--- src/rtl/vga_timing_pkg.sv ---
// Nominal VGA timing shared by the sync generator and the sync receiver, plus the
// receiver lock-state encoding and a tolerance helper.
package vga_timing_pkg;

  localparam int unsigned VgaCntW       = 11;
  localparam int unsigned VgaHTotal     = 1600;
  localparam int unsigned VgaHSync      = 192;
  localparam int unsigned VgaHActStart  = 290;
  localparam int unsigned VgaHActClks   = 1278;
  localparam int unsigned VgaClkPerPix  = 2;
  localparam int unsigned VgaVActStart  = 35;
  localparam int unsigned VgaVActLines  = 480;
  localparam int unsigned VgaTol        = 4;
  localparam int unsigned VgaLockLines  = 4;
  localparam int unsigned VgaLossLines  = 3;

  typedef enum logic [1:0] {
    StSearch,
    StAcquire,
    StLocked
  } rx_state_e;

  // Unsigned |val - nom| <= tol, written so nothing can wrap below zero.
  function automatic logic within_tol(input int unsigned val, input int unsigned nom,
                                      input int unsigned tol);
    return ((val + tol) >= nom) && (val <= (nom + tol));
  endfunction

endpackage

--- src/rtl/vga_sync_receiver_if.sv ---
// Raw sync inputs and recovered timing outputs of the VGA sync receiver.
// master = timing source / monitor side, slave = receiver.
interface vga_sync_receiver_if
  import vga_timing_pkg::*;
#(
  parameter int unsigned CNT_W = VgaCntW
);
  logic             hsync_in;
  logic             vsync_in;
  logic             locked;
  logic             pix_valid;
  logic [9:0]       pix_x;
  logic [9:0]       pix_y;
  logic [CNT_W-1:0] line_period;
  logic [CNT_W-1:0] sync_width;
  logic             line_err;
  logic             frame_start;

  modport master (
    output hsync_in, vsync_in,
    input  locked, pix_valid, pix_x, pix_y, line_period, sync_width, line_err, frame_start
  );

  modport slave (
    input  hsync_in, vsync_in,
    output locked, pix_valid, pix_x, pix_y, line_period, sync_width, line_err, frame_start
  );
endinterface

--- src/rtl/sync_edge_detect.sv ---
// Two-flop synchronizer for an asynchronous active-low sync pin, followed by a
// registered edge detector; level_o, fall_o and rise_o are mutually aligned.
module sync_edge_detect (
  input  logic clk,
  input  logic rst,
  input  logic async_i,
  output logic level_o,
  output logic fall_o,
  output logic rise_o
);

  // [0],[1] form the synchronizer; [2] is the delayed copy used for edge detection.
  logic [2:0] sync_q;
  logic       fall_q;
  logic       rise_q;

  always_ff @(posedge clk or posedge rst) begin
    if (rst) begin
      sync_q <= '0;
      fall_q <= 1'b0;
      rise_q <= 1'b0;
    end else begin
      sync_q <= {sync_q[1:0], async_i};
      fall_q <= sync_q[2] & ~sync_q[1];
      rise_q <= ~sync_q[2] & sync_q[1];
    end
  end

  assign level_o = sync_q[2];
  assign fall_o  = fall_q;
  assign rise_o  = rise_q;

endmodule

--- src/rtl/vga_sync_receiver.sv ---
// Measures incoming hsync period/width, locks onto nominal VGA timing and
// regenerates pixel coordinates and the display-area flag.
module vga_sync_receiver
  import vga_timing_pkg::*;
#(
  parameter int unsigned CNT_W       = VgaCntW,
  parameter int unsigned H_TOTAL     = VgaHTotal,
  parameter int unsigned H_SYNC      = VgaHSync,
  parameter int unsigned H_ACT_START = VgaHActStart,
  parameter int unsigned H_ACT_CLKS  = VgaHActClks,
  parameter int unsigned CLK_PER_PIX = VgaClkPerPix,
  parameter int unsigned V_ACT_START = VgaVActStart,
  parameter int unsigned V_ACT_LINES = VgaVActLines,
  parameter int unsigned TOL         = VgaTol,
  parameter int unsigned LOCK_LINES  = VgaLockLines,
  parameter int unsigned LOSS_LINES  = VgaLossLines
) (
  input logic               clk,
  input logic               rst,
  vga_sync_receiver_if.slave vga_io
);

  localparam int unsigned     RunW     = 8;
  localparam int unsigned     PixShift = $clog2(CLK_PER_PIX);
  localparam logic [CNT_W-1:0] CntMax  = '1;
  localparam logic [9:0]      VLineMax = '1;

  logic hlevel, hfall, hrise;
  logic vlevel, vfall, vrise;

  sync_edge_detect u_hsync (
    .clk    (clk),
    .rst    (rst),
    .async_i(vga_io.hsync_in),
    .level_o(hlevel),
    .fall_o (hfall),
    .rise_o (hrise)
  );

  sync_edge_detect u_vsync (
    .clk    (clk),
    .rst    (rst),
    .async_i(vga_io.vsync_in),
    .level_o(vlevel),
    .fall_o (vfall),
    .rise_o (vrise)
  );

  logic unused_vsync;
  assign unused_vsync = vlevel ^ vrise;

  logic [CNT_W-1:0] cnt_q, cnt_d, wcnt_q, wcnt_d;
  logic [CNT_W-1:0] line_period_q, line_period_d, sync_width_q, sync_width_d;
  logic [9:0]       vline_q, vline_d;
  logic             pix_valid_q, pix_valid_d;
  logic [9:0]       pix_x_q, pix_x_d, pix_y_q, pix_y_d;
  logic [CNT_W:0]   period_now;
  logic [CNT_W-1:0] h_off;
  logic             cnt_sat, line_good, h_act, v_act;

  rx_state_e        state_q;
  logic [RunW-1:0]  good_q, bad_q;
  logic             locked_q, line_err_q;

  always_comb begin
    cnt_d = cnt_q;
    if (hfall) begin
      cnt_d = '0;
    end else if (cnt_q != CntMax) begin
      cnt_d = cnt_q + CNT_W'(1);
    end

    wcnt_d = wcnt_q;
    if (hfall) begin
      wcnt_d = '0;
    end else if (!hlevel && (wcnt_q != CntMax)) begin
      wcnt_d = wcnt_q + CNT_W'(1);
    end

    // Period ending at this hfall; a saturated counter reports the ceiling.
    period_now    = {1'b0, cnt_q} + (CNT_W + 1)'(1);
    line_period_d = line_period_q;
    if (hfall) begin
      line_period_d = (cnt_q == CntMax) ? CntMax : period_now[CNT_W-1:0];
    end

    // wcnt misses the first low cycle (it is cleared on hfall), hence the +1.
    sync_width_d = sync_width_q;
    if (hrise) begin
      sync_width_d = (wcnt_q == CntMax) ? CntMax : wcnt_q + CNT_W'(1);
    end

    vline_d = vline_q;
    if (vfall) begin
      vline_d = '0;
    end else if (hfall && (vline_q != VLineMax)) begin
      vline_d = vline_q + 10'd1;
    end

    cnt_sat   = !hfall && (cnt_d == CntMax);
    line_good = within_tol(32'(period_now), H_TOTAL, TOL) &&
                within_tol(32'(sync_width_q), H_SYNC, TOL);

    h_act = (cnt_q >= CNT_W'(H_ACT_START)) && (cnt_q < CNT_W'(H_ACT_START + H_ACT_CLKS));
    v_act = (vline_q >= 10'(V_ACT_START)) && (vline_q < 10'(V_ACT_START + V_ACT_LINES));
    h_off = cnt_q - CNT_W'(H_ACT_START);

    pix_valid_d = locked_q && h_act && v_act;
    pix_x_d     = pix_valid_d ? 10'(h_off >> PixShift) : 10'd0;
    pix_y_d     = pix_valid_d ? (vline_q - 10'(V_ACT_START)) : 10'd0;
  end

  always_ff @(posedge clk or posedge rst) begin
    if (rst) begin
      cnt_q         <= '0;
      wcnt_q        <= '0;
      line_period_q <= '0;
      sync_width_q  <= '0;
      vline_q       <= '0;
      pix_valid_q   <= 1'b0;
      pix_x_q       <= '0;
      pix_y_q       <= '0;
    end else begin
      cnt_q         <= cnt_d;
      wcnt_q        <= wcnt_d;
      line_period_q <= line_period_d;
      sync_width_q  <= sync_width_d;
      vline_q       <= vline_d;
      pix_valid_q   <= pix_valid_d;
      pix_x_q       <= pix_x_d;
      pix_y_q       <= pix_y_d;
    end
  end

  // Lock FSM: judged once per hfall, except a stalled line counter which
  // drops to search immediately.
  always_ff @(posedge clk or posedge rst) begin
    if (rst) begin
      state_q    <= StSearch;
      good_q     <= '0;
      bad_q      <= '0;
      locked_q   <= 1'b0;
      line_err_q <= 1'b0;
    end else begin
      line_err_q <= 1'b0;
      if (cnt_sat) begin
        state_q  <= StSearch;
        locked_q <= 1'b0;
      end else if (hfall) begin
        case (state_q)
          StSearch: begin
            state_q <= StAcquire;
            good_q  <= '0;
          end
          StAcquire: begin
            if (!line_good) begin
              good_q <= '0;
            end else if ((good_q + RunW'(1)) == RunW'(LOCK_LINES)) begin
              state_q  <= StLocked;
              locked_q <= 1'b1;
              good_q   <= good_q + RunW'(1);
              bad_q    <= '0;
            end else begin
              good_q <= good_q + RunW'(1);
            end
          end
          StLocked: begin
            if (line_good) begin
              bad_q <= '0;
            end else begin
              line_err_q <= 1'b1;
              bad_q      <= bad_q + RunW'(1);
              if ((bad_q + RunW'(1)) == RunW'(LOSS_LINES)) begin
                state_q  <= StSearch;
                locked_q <= 1'b0;
              end
            end
          end
          default: begin
            state_q  <= StSearch;
            locked_q <= 1'b0;
          end
        endcase
      end
    end
  end

  assign vga_io.locked      = locked_q;
  assign vga_io.pix_valid   = pix_valid_q;
  assign vga_io.pix_x       = pix_x_q;
  assign vga_io.pix_y       = pix_y_q;
  assign vga_io.line_period = line_period_q;
  assign vga_io.sync_width  = sync_width_q;
  assign vga_io.line_err    = line_err_q;
  assign vga_io.frame_start = vfall;

endmodule

--- src/flat_wrapper.sv ---
// flat-port wrapper written by rule: the top's interface ports become plain ports
module vga_sync_receiver_flat import vga_timing_pkg::*;
#(
  parameter int unsigned CNT_W       = VgaCntW,
  parameter int unsigned H_TOTAL     = VgaHTotal,
  parameter int unsigned H_SYNC      = VgaHSync,
  parameter int unsigned H_ACT_START = VgaHActStart,
  parameter int unsigned H_ACT_CLKS  = VgaHActClks,
  parameter int unsigned CLK_PER_PIX = VgaClkPerPix,
  parameter int unsigned V_ACT_START = VgaVActStart,
  parameter int unsigned V_ACT_LINES = VgaVActLines,
  parameter int unsigned TOL         = VgaTol,
  parameter int unsigned LOCK_LINES  = VgaLockLines,
  parameter int unsigned LOSS_LINES  = VgaLossLines
)
  (clk, rst, vga_io_hsync_in, vga_io_vsync_in, vga_io_locked, vga_io_pix_valid, vga_io_pix_x, vga_io_pix_y, vga_io_line_period, vga_io_sync_width, vga_io_line_err, vga_io_frame_start);
  vga_sync_receiver_if #(.CNT_W(CNT_W)) vga_io_i ();
  input logic clk;
  input logic rst;
  input wire logic [$bits(vga_io_i.hsync_in)-1:0] vga_io_hsync_in;
  input wire logic [$bits(vga_io_i.vsync_in)-1:0] vga_io_vsync_in;
  output wire logic [$bits(vga_io_i.locked)-1:0] vga_io_locked;
  output wire logic [$bits(vga_io_i.pix_valid)-1:0] vga_io_pix_valid;
  output wire logic [$bits(vga_io_i.pix_x)-1:0] vga_io_pix_x;
  output wire logic [$bits(vga_io_i.pix_y)-1:0] vga_io_pix_y;
  output wire logic [$bits(vga_io_i.line_period)-1:0] vga_io_line_period;
  output wire logic [$bits(vga_io_i.sync_width)-1:0] vga_io_sync_width;
  output wire logic [$bits(vga_io_i.line_err)-1:0] vga_io_line_err;
  output wire logic [$bits(vga_io_i.frame_start)-1:0] vga_io_frame_start;
  assign vga_io_i.hsync_in = vga_io_hsync_in;
  assign vga_io_i.vsync_in = vga_io_vsync_in;
  assign vga_io_locked = vga_io_i.locked;
  assign vga_io_pix_valid = vga_io_i.pix_valid;
  assign vga_io_pix_x = vga_io_i.pix_x;
  assign vga_io_pix_y = vga_io_i.pix_y;
  assign vga_io_line_period = vga_io_i.line_period;
  assign vga_io_sync_width = vga_io_i.sync_width;
  assign vga_io_line_err = vga_io_i.line_err;
  assign vga_io_frame_start = vga_io_i.frame_start;
  vga_sync_receiver #(.CNT_W(CNT_W), .H_TOTAL(H_TOTAL), .H_SYNC(H_SYNC), .H_ACT_START(H_ACT_START), .H_ACT_CLKS(H_ACT_CLKS), .CLK_PER_PIX(CLK_PER_PIX), .V_ACT_START(V_ACT_START), .V_ACT_LINES(V_ACT_LINES), .TOL(TOL), .LOCK_LINES(LOCK_LINES), .LOSS_LINES(LOSS_LINES)) u_core (.clk(clk), .rst(rst), .vga_io(vga_io_i));
endmodule
--- config.mk ---
export PLATFORM = sky130hd
export DESIGN_NAME = vga_sync_receiver_flat
export DESIGN_NICKNAME = d
export VERILOG_FILES = /design/src/rtl/vga_timing_pkg.sv /design/src/rtl/vga_sync_receiver_if.sv /design/src/rtl/sync_edge_detect.sv /design/src/rtl/vga_sync_receiver.sv /design/src/flat_wrapper.sv
export SDC_FILE = /design/constraint.sdc
export NUM_CORES = 1
export LEC_CHECK = 0
export CAP_MARGIN = 30
export CELL_PAD_IN_SITES_DETAIL_PLACEMENT = 0
export CELL_PAD_IN_SITES_GLOBAL_PLACEMENT = 1
export CORE_MARGIN = 2
export CORE_UTILIZATION = 48
export DETAILED_ROUTE_END_ITERATION = 16
export GPL_TIMING_DRIVEN = 0
export PLACE_DENSITY_LB_ADDON = 0.1
export SLEW_MARGIN = 20
export SYNTH_ARGS = -nofsm -noshare
export SYNTH_HDL_FRONTEND = slang
export SYNTH_SLANG_ARGS = --single-unit
export TNS_END_PERCENT = 100
--- constraint.sdc ---
create_clock -name clk -period 8.3 [get_ports clk]
set_input_delay 0.83 -clock clk [delete_from_list [all_inputs] [get_ports clk]]
set_output_delay 0.83 -clock clk [all_outputs]
set_load 0.02 [all_outputs]
### After elaboration in Yosys (flattened, before gate mapping)

Cells that the tools add are included.

* flip-flop bits (word level): 104
* output and inout port bits: 46

* add/subtract/negate cells: 10
* magnitude comparators: 8
* eq/ne operators: 17
* multiplexer cells: 34
* bitwise operators: 7
* reductions and logical operators: 22

Operators by type and width (number)
* $mux W11: 6
* $mux W10: 4
* $eq A11 B11 Y1 const B: 3
* $ge A32 B11 Y1 const B: 1
* $ge A32 B8 Y1 const B: 1
* $mux W8: 4
* $pmux W8 S2: 2
* $add A11 B1 Y11 const B: 2
* $ne A11 B11 Y1 const B: 2
* $add A8 B1 Y8 const B: 2
* $add A12 B3 Y13 const B: 1
* $add A11 B1 Y12 const B: 1
* $add A11 B3 Y12 const B: 1
* $le A12 B11 Y1 const B: 1
* $mux W2: 6
* $ge A11 B9 Y1 const B: 1
* $le A11 B8 Y1 const B: 1
* $lt A11 B11 Y1 const B: 1
* $sub A11 B9 Y11 const B: 1
* $add A10 B1 Y10 const B: 1
* $ge A10 B6 Y1 const B: 1
* $logic_and A1 B1 Y1: 10
* $lt A10 B10 Y1 const B: 1
* $mux W1: 10
* other kinds (19): 34

### Longest topological paths before layout

* depth after elaboration: 9
* mapped depth: 9
* depth with buffers taken out: 8

### By module

From an unflattened synthesis, not the netlist that was laid out.

* cell total of the unflattened synthesis: 534
* area, all modules: 5078.6 um^2

By module, submodules not included
* vga_sync_receiver: times used 1, cells an instance 518, area an instance 4790.8 um^2, sequential area each 2377.3 um^2
* sync_edge_detect: times used 2, cells an instance 8, area an instance 143.9 um^2, sequential area each 125.1 um^2

### Worst setup path after synthesis

OpenSTA, ideal clock, no wires.

* path kind: register to register
* from: reg u_core.cnt_q[1]
* to: reg u_core.good_q[7]
* library setup time: 0.092 ns
* arrival: 2.344 ns
* path slack: 5.865 ns
* stages on the path, launching flop included: 9
* clock period less this slack: 2.435 ns
* path through: dfrtp_1 ha_1 nand3_2 or3_1 a311oi_2 nand4_1 buf_2 or3_1 o31ai_2

* word-level cells in the longest chain between the ends: 7
* elaborated cells between the ends (all ways): 16
* those cells by class: add/sub (3); order compare (2); eq/ne (2); mux (4); bitwise (1); reduce/logical (4)

RTL lines
* start, declared: line vga_sync_receiver.sv:52 `logic [CNT_W-1:0] cnt_q, cnt_d, wcnt_q, wcnt_d;`
* start signal, assigned: line vga_sync_receiver.sv:124 `cnt_q <= cnt_d;`
* $add A11 B1 Y12 (tied with other cells): line vga_sync_receiver.sv:81 `period_now = {1'b0, cnt_q} + (CNT_W + 1)'(1);`
* $add A12 B3 Y13 / $mux W11 (equally long branches): line vga_timing_pkg.sv:26, vga_sync_receiver.sv:69
* $ge A32 B11 Y1 / $mux W11 (equally long branches): line vga_timing_pkg.sv:26, vga_sync_receiver.sv:67
* $logic_and A1 B1 Y1 / $eq A11 B11 Y1 (equally long branches): line vga_timing_pkg.sv:26, vga_sync_receiver.sv:100
* $logic_and A1 B1 Y1, on equally long branches: line vga_sync_receiver.sv:101, vga_sync_receiver.sv:100
* $mux W8 / $not A1 Y1 (equally long branches)
* $pmux W8 S2 / $reduce_and A3 Y1 (equally long branches)
* end signal, assigned: line vga_sync_receiver.sv:161 `good_q <= good_q + RunW'(1);`
* end signal, assigned: line vga_sync_receiver.sv:164 `good_q <= good_q + RunW'(1);`
* end, declared: line vga_sync_receiver.sv:62 `logic [RunW-1:0] good_q, bad_q;`

Parallel ways exist; a longest one is shown, timed or not.
A chain may end at the register's enable or synchronous reset.

### Final worst setup path

Same ends and word-level chain as after synthesis.

==> impl_metrics.csv <==
group,metric,value,unit
clocking,cts_resized,0,
cells_and_area,finalNonFillerCells,744,
sta,rsz0062_at_grt,"false",
clocking,clk_pin_slew,100,ps
routing,drt-pass1-iter-count,4,
outcome,status,"finished clean",
critical_path,reg2reg_to,"u_core.good_q[7]",
routing,wl_per_cell,14.1,um
clocking,ctsHoldBuffers,0,
routing,postRouteAntennaNets,0,
critical_path,worstPathRequired,8600,ps
sta,fin_crit_sh,0.348,
critical_path,critPathMaxFanout,10,
place,place.gp.congestion,0.849,
sta,final-max-slew-violation-count,0,
yosys,ys_ff_latch,104,
clocking,clock_path_buffers,2,
critical_path,end_kind,"flip-flop",
critical_path,rr_startpoint,"u_core.cnt_q[1]",
cells_and_area,antenna_cells,0,
clocking,cts-root-buf,"clkbuf_8",
yosys,synth_area,5180,um2
yosys,synth-edff-count,0,
sta,finClkSkew,14.7,ps
clocking,numCtsBuffers,9,
cells_and_area,drive_above_1_share,0.0641,
clocking,htreeDepth,3,
grt,grt_antenna_before_repair,0,
clocking,cts_post_setup_buffers_inserted,0,
yosys,seq_area_frac_synth,0.502,
die,initial_core_util,0.498,
grt,track_usage,0.198,
cells_and_area,area_growth,17.3,%
grt,grt_pass1_wl,18.1,mm
sta,min_period,2890,ps
sta,finalHoldViolCount,0,
yosys,ys_types,58,
clocking,clock-sinks,104,
hold_path,min_to,"u_core.u_vsync.sync_q[1]",
hold_path,min_path_cells,0,
critical_path,reg2regPathDepth,8,
critical_path,startpoint_type,"flip-flop",
hold_path,hp-start,"u_core.u_vsync.sync_q[0]",
yosys,syn_area_per_cell,9.55,um2
grt,first_global_vias,3663,
die,die_w,108,um
die,core-area,10400,um2
yosys,synthesis.nets,558,
sta,slew_headroom,0.444,
cells_and_area,nFillCells,948,
die,pin_count,50,
power,power_per_cell_area,187,nW/um2
yosys,ys_warn_count,0,
yosys,async_reset_ff_frac,1.00,
power,p_leak,2.63,nW
routing,vias,3881,
sta,finalSetupTns,0,ps
hold_path,hold_class,"reg2reg",
grt,grt_overflow,0,
sta,setup_viol,0,
die,dieArea,11600,um2
sta,tightest_slew,835,ps
routing,avgViaCountPerCell,5.22,
power,ir_drop,0.0000975,V
clocking,tritoncts,"yes",
place,placed_cells,729,
yosys,syn-instance-count,543,
clocking,clock_latency,380,ps
critical_path,crit_arrival,3190,ps
job,maxCapViolCount,0,
place,portBuffers,49,
place,hpwl,7.40,mm
routing,drc,0,
grt,grt_max_degree,56,
sta,fmax,346,MHz
critical_path,reg2reg_slack,5410,ps
cells_and_area,layout.nets,620,
die,rows,37,
critical_path,worstSetupPathType,"reg2reg",
yosys,ys.flop_type,"dfrtp_1",
die,die_h,108,um
routing,wl,10.5,mm
routing,drt_iter0_drc,179,
-- per-layer routing --
metal | GRT usage | vias to the layer above | wire [um]
met4 | 0.0623 | 0 | 176
met5 | 0 | - | 0
li1 | - | 1998 | -
met3 | 0.0446 | 16 | 458
met1 | 0.298 | 1787 | 5310
met2 | 0.283 | 80 | 4560
-- placed cells by master (no fill, tap or decap), types with 3 or more instances in the layout --
cell,count
dfrtp_1,104
nor2_1,99
clkdlybuf4s50_1,49
nand2_1,38
a21oi_1,36
xnor2_1,25
inv_1,20
nand3_1,19
clkbuf_1,17
xor2_1,17
nor2b_1,13
nand4_1,11
nor3_1,11
ha_1,11
buf_2,10
clkbuf_8,9
o21ai_0,8
mux2i_1,8
nor4_1,7
and3_1,6
or2_2,5
a221o_1,5
and4_1,5
o41ai_1,4
or3_1,4
nand2b_1,4
a2bb2oi_1,4
and4b_1,3
nor4b_1,3
or4_1,3
a21boi_0,3
and2_1,3
-- stage by stage --
stage / setup slack [ps] / utilization / power [W] / hold slack [ps] / area [um2]
global route: 5200 / 0.584 / 0.00120 / 364 / 6080
detailed placement: 5490 / 0.564 / 0.000811 / 337 / 5880
floorplan: 4740 / - / 0.000730 / 331 / 5180
CTS: 5440 / 0.584 / 0.00115 / 360 / 6080
finish: 5410 / 0.584 / 0.00114 / 359 / 6080
global placement: 3270 / 0.561 / 0.000807 / 337 / 5850
-- critical path: stages, from the launching register on --
cell	delay, ps
dfrtp_1	540
ha_1	350
xor2_1	360
o2111ai_1	200
a311oi_2	410
nand4_1	140
buf_2	210
or3_1	410
o31ai_2	190
-- cells in the mapped netlist (6+ instances only) --
library cell | number | share of area
a21oi_1 | 36 | 0.035
and3_1 | 6 | 0.0072
buf_2 | 10 | 0.0097
clkbuf_1 | 15 | 0.011
dfrtp_1 | 104 | 0.50
ha_1 | 11 | 0.027
inv_1 | 21 | 0.015
mux2i_1 | 8 | 0.015
nand2_1 | 38 | 0.028
nand3_1 | 19 | 0.018
nand4_1 | 11 | 0.013
nor2_1 | 99 | 0.072
nor2b_1 | 13 | 0.016
nor3_1 | 11 | 0.011
nor4_1 | 7 | 0.0084
o21ai_0 | 8 | 0.0077
xnor2_1 | 25 | 0.042
xor2_1 | 17 | 0.029
-- flip-flops by register name (all words and copies together), names as in the netlist --
name                       flops
u_core.cnt_q                  11
u_core.u_vsync.sync_q          3
u_core.bad_q                   8
u_core.vga_io.pix_x           10
u_core.wcnt_q                 11
u_core.good_q                  8
u_core.vline_q                10
u_core.vga_io.pix_y           10
u_core.u_hsync.sync_q          3
u_core.u_vsync.fall_o          1
u_core.state_q                 2
u_core.u_hsync.rise_o          1
u_core.vga_io.locked           1
u_core.vga_io.line_err         1
u_core.u_hsync.fall_o          1
u_core.vga_io.line_period     11
u_core.vga_io.pix_valid        1
u_core.vga_io.sync_width      11
-- power by group --
group	switching, W	internal (W)	leakage, nW	total (W)
Combinational	0.000127	0.0000943	1.16	0.000221
Clock	0.000169	0.000168	0.0995	0.000336
Sequential	0.0000376	0.000543	1.38	0.000580
-- final cells by class --
class                      count  area, um2  area share
inverter                      21       83.8      0.0138
clock buffer                  11        131      0.0216
clock inverter                 3       68.8      0.0113
sequential                   104       2600       0.428
timing repair buffer          51        523      0.0860
tap                          136        170      0.0280
multi-input combinational    390       2380       0.391
buffer                        28        125      0.0206
-- how the worst max path moves through the flow --
stage | slack, ps | startpoint | cells past startpoint | endpoint
after detailed placement | 5490 | u_core.cnt_q[1] | 7 | u_core.bad_q[5]
after global placement | 3270 | rst | 2 | u_core.good_q[3]
final | 5410 | u_core.cnt_q[1] | 8 | u_core.good_q[7]
after global routing | 5200 | u_core.cnt_q[1] | 8 | u_core.vga_io.locked
after floorplan | 4740 | rst | 1 | u_core.bad_q[0]
after CTS | 5440 | u_core.cnt_q[1] | 8 | u_core.good_q[7]
-- kinds of logic after synthesis --
group | Yosys count | share of synthesized area
flip-flops | 104 | 0.502
adder cells (fa/ha/maj) | 11 | 0.0265
XOR/XNOR | 42 | 0.0709
multiplexers | 9 | 0.0176
AND/OR/NAND/NOR | 239 | 0.225
AO/OA/AOI/OAI | 89 | 0.119
buffers and inverters | 49 | 0.0393
(Power assumes the default switching activity.)
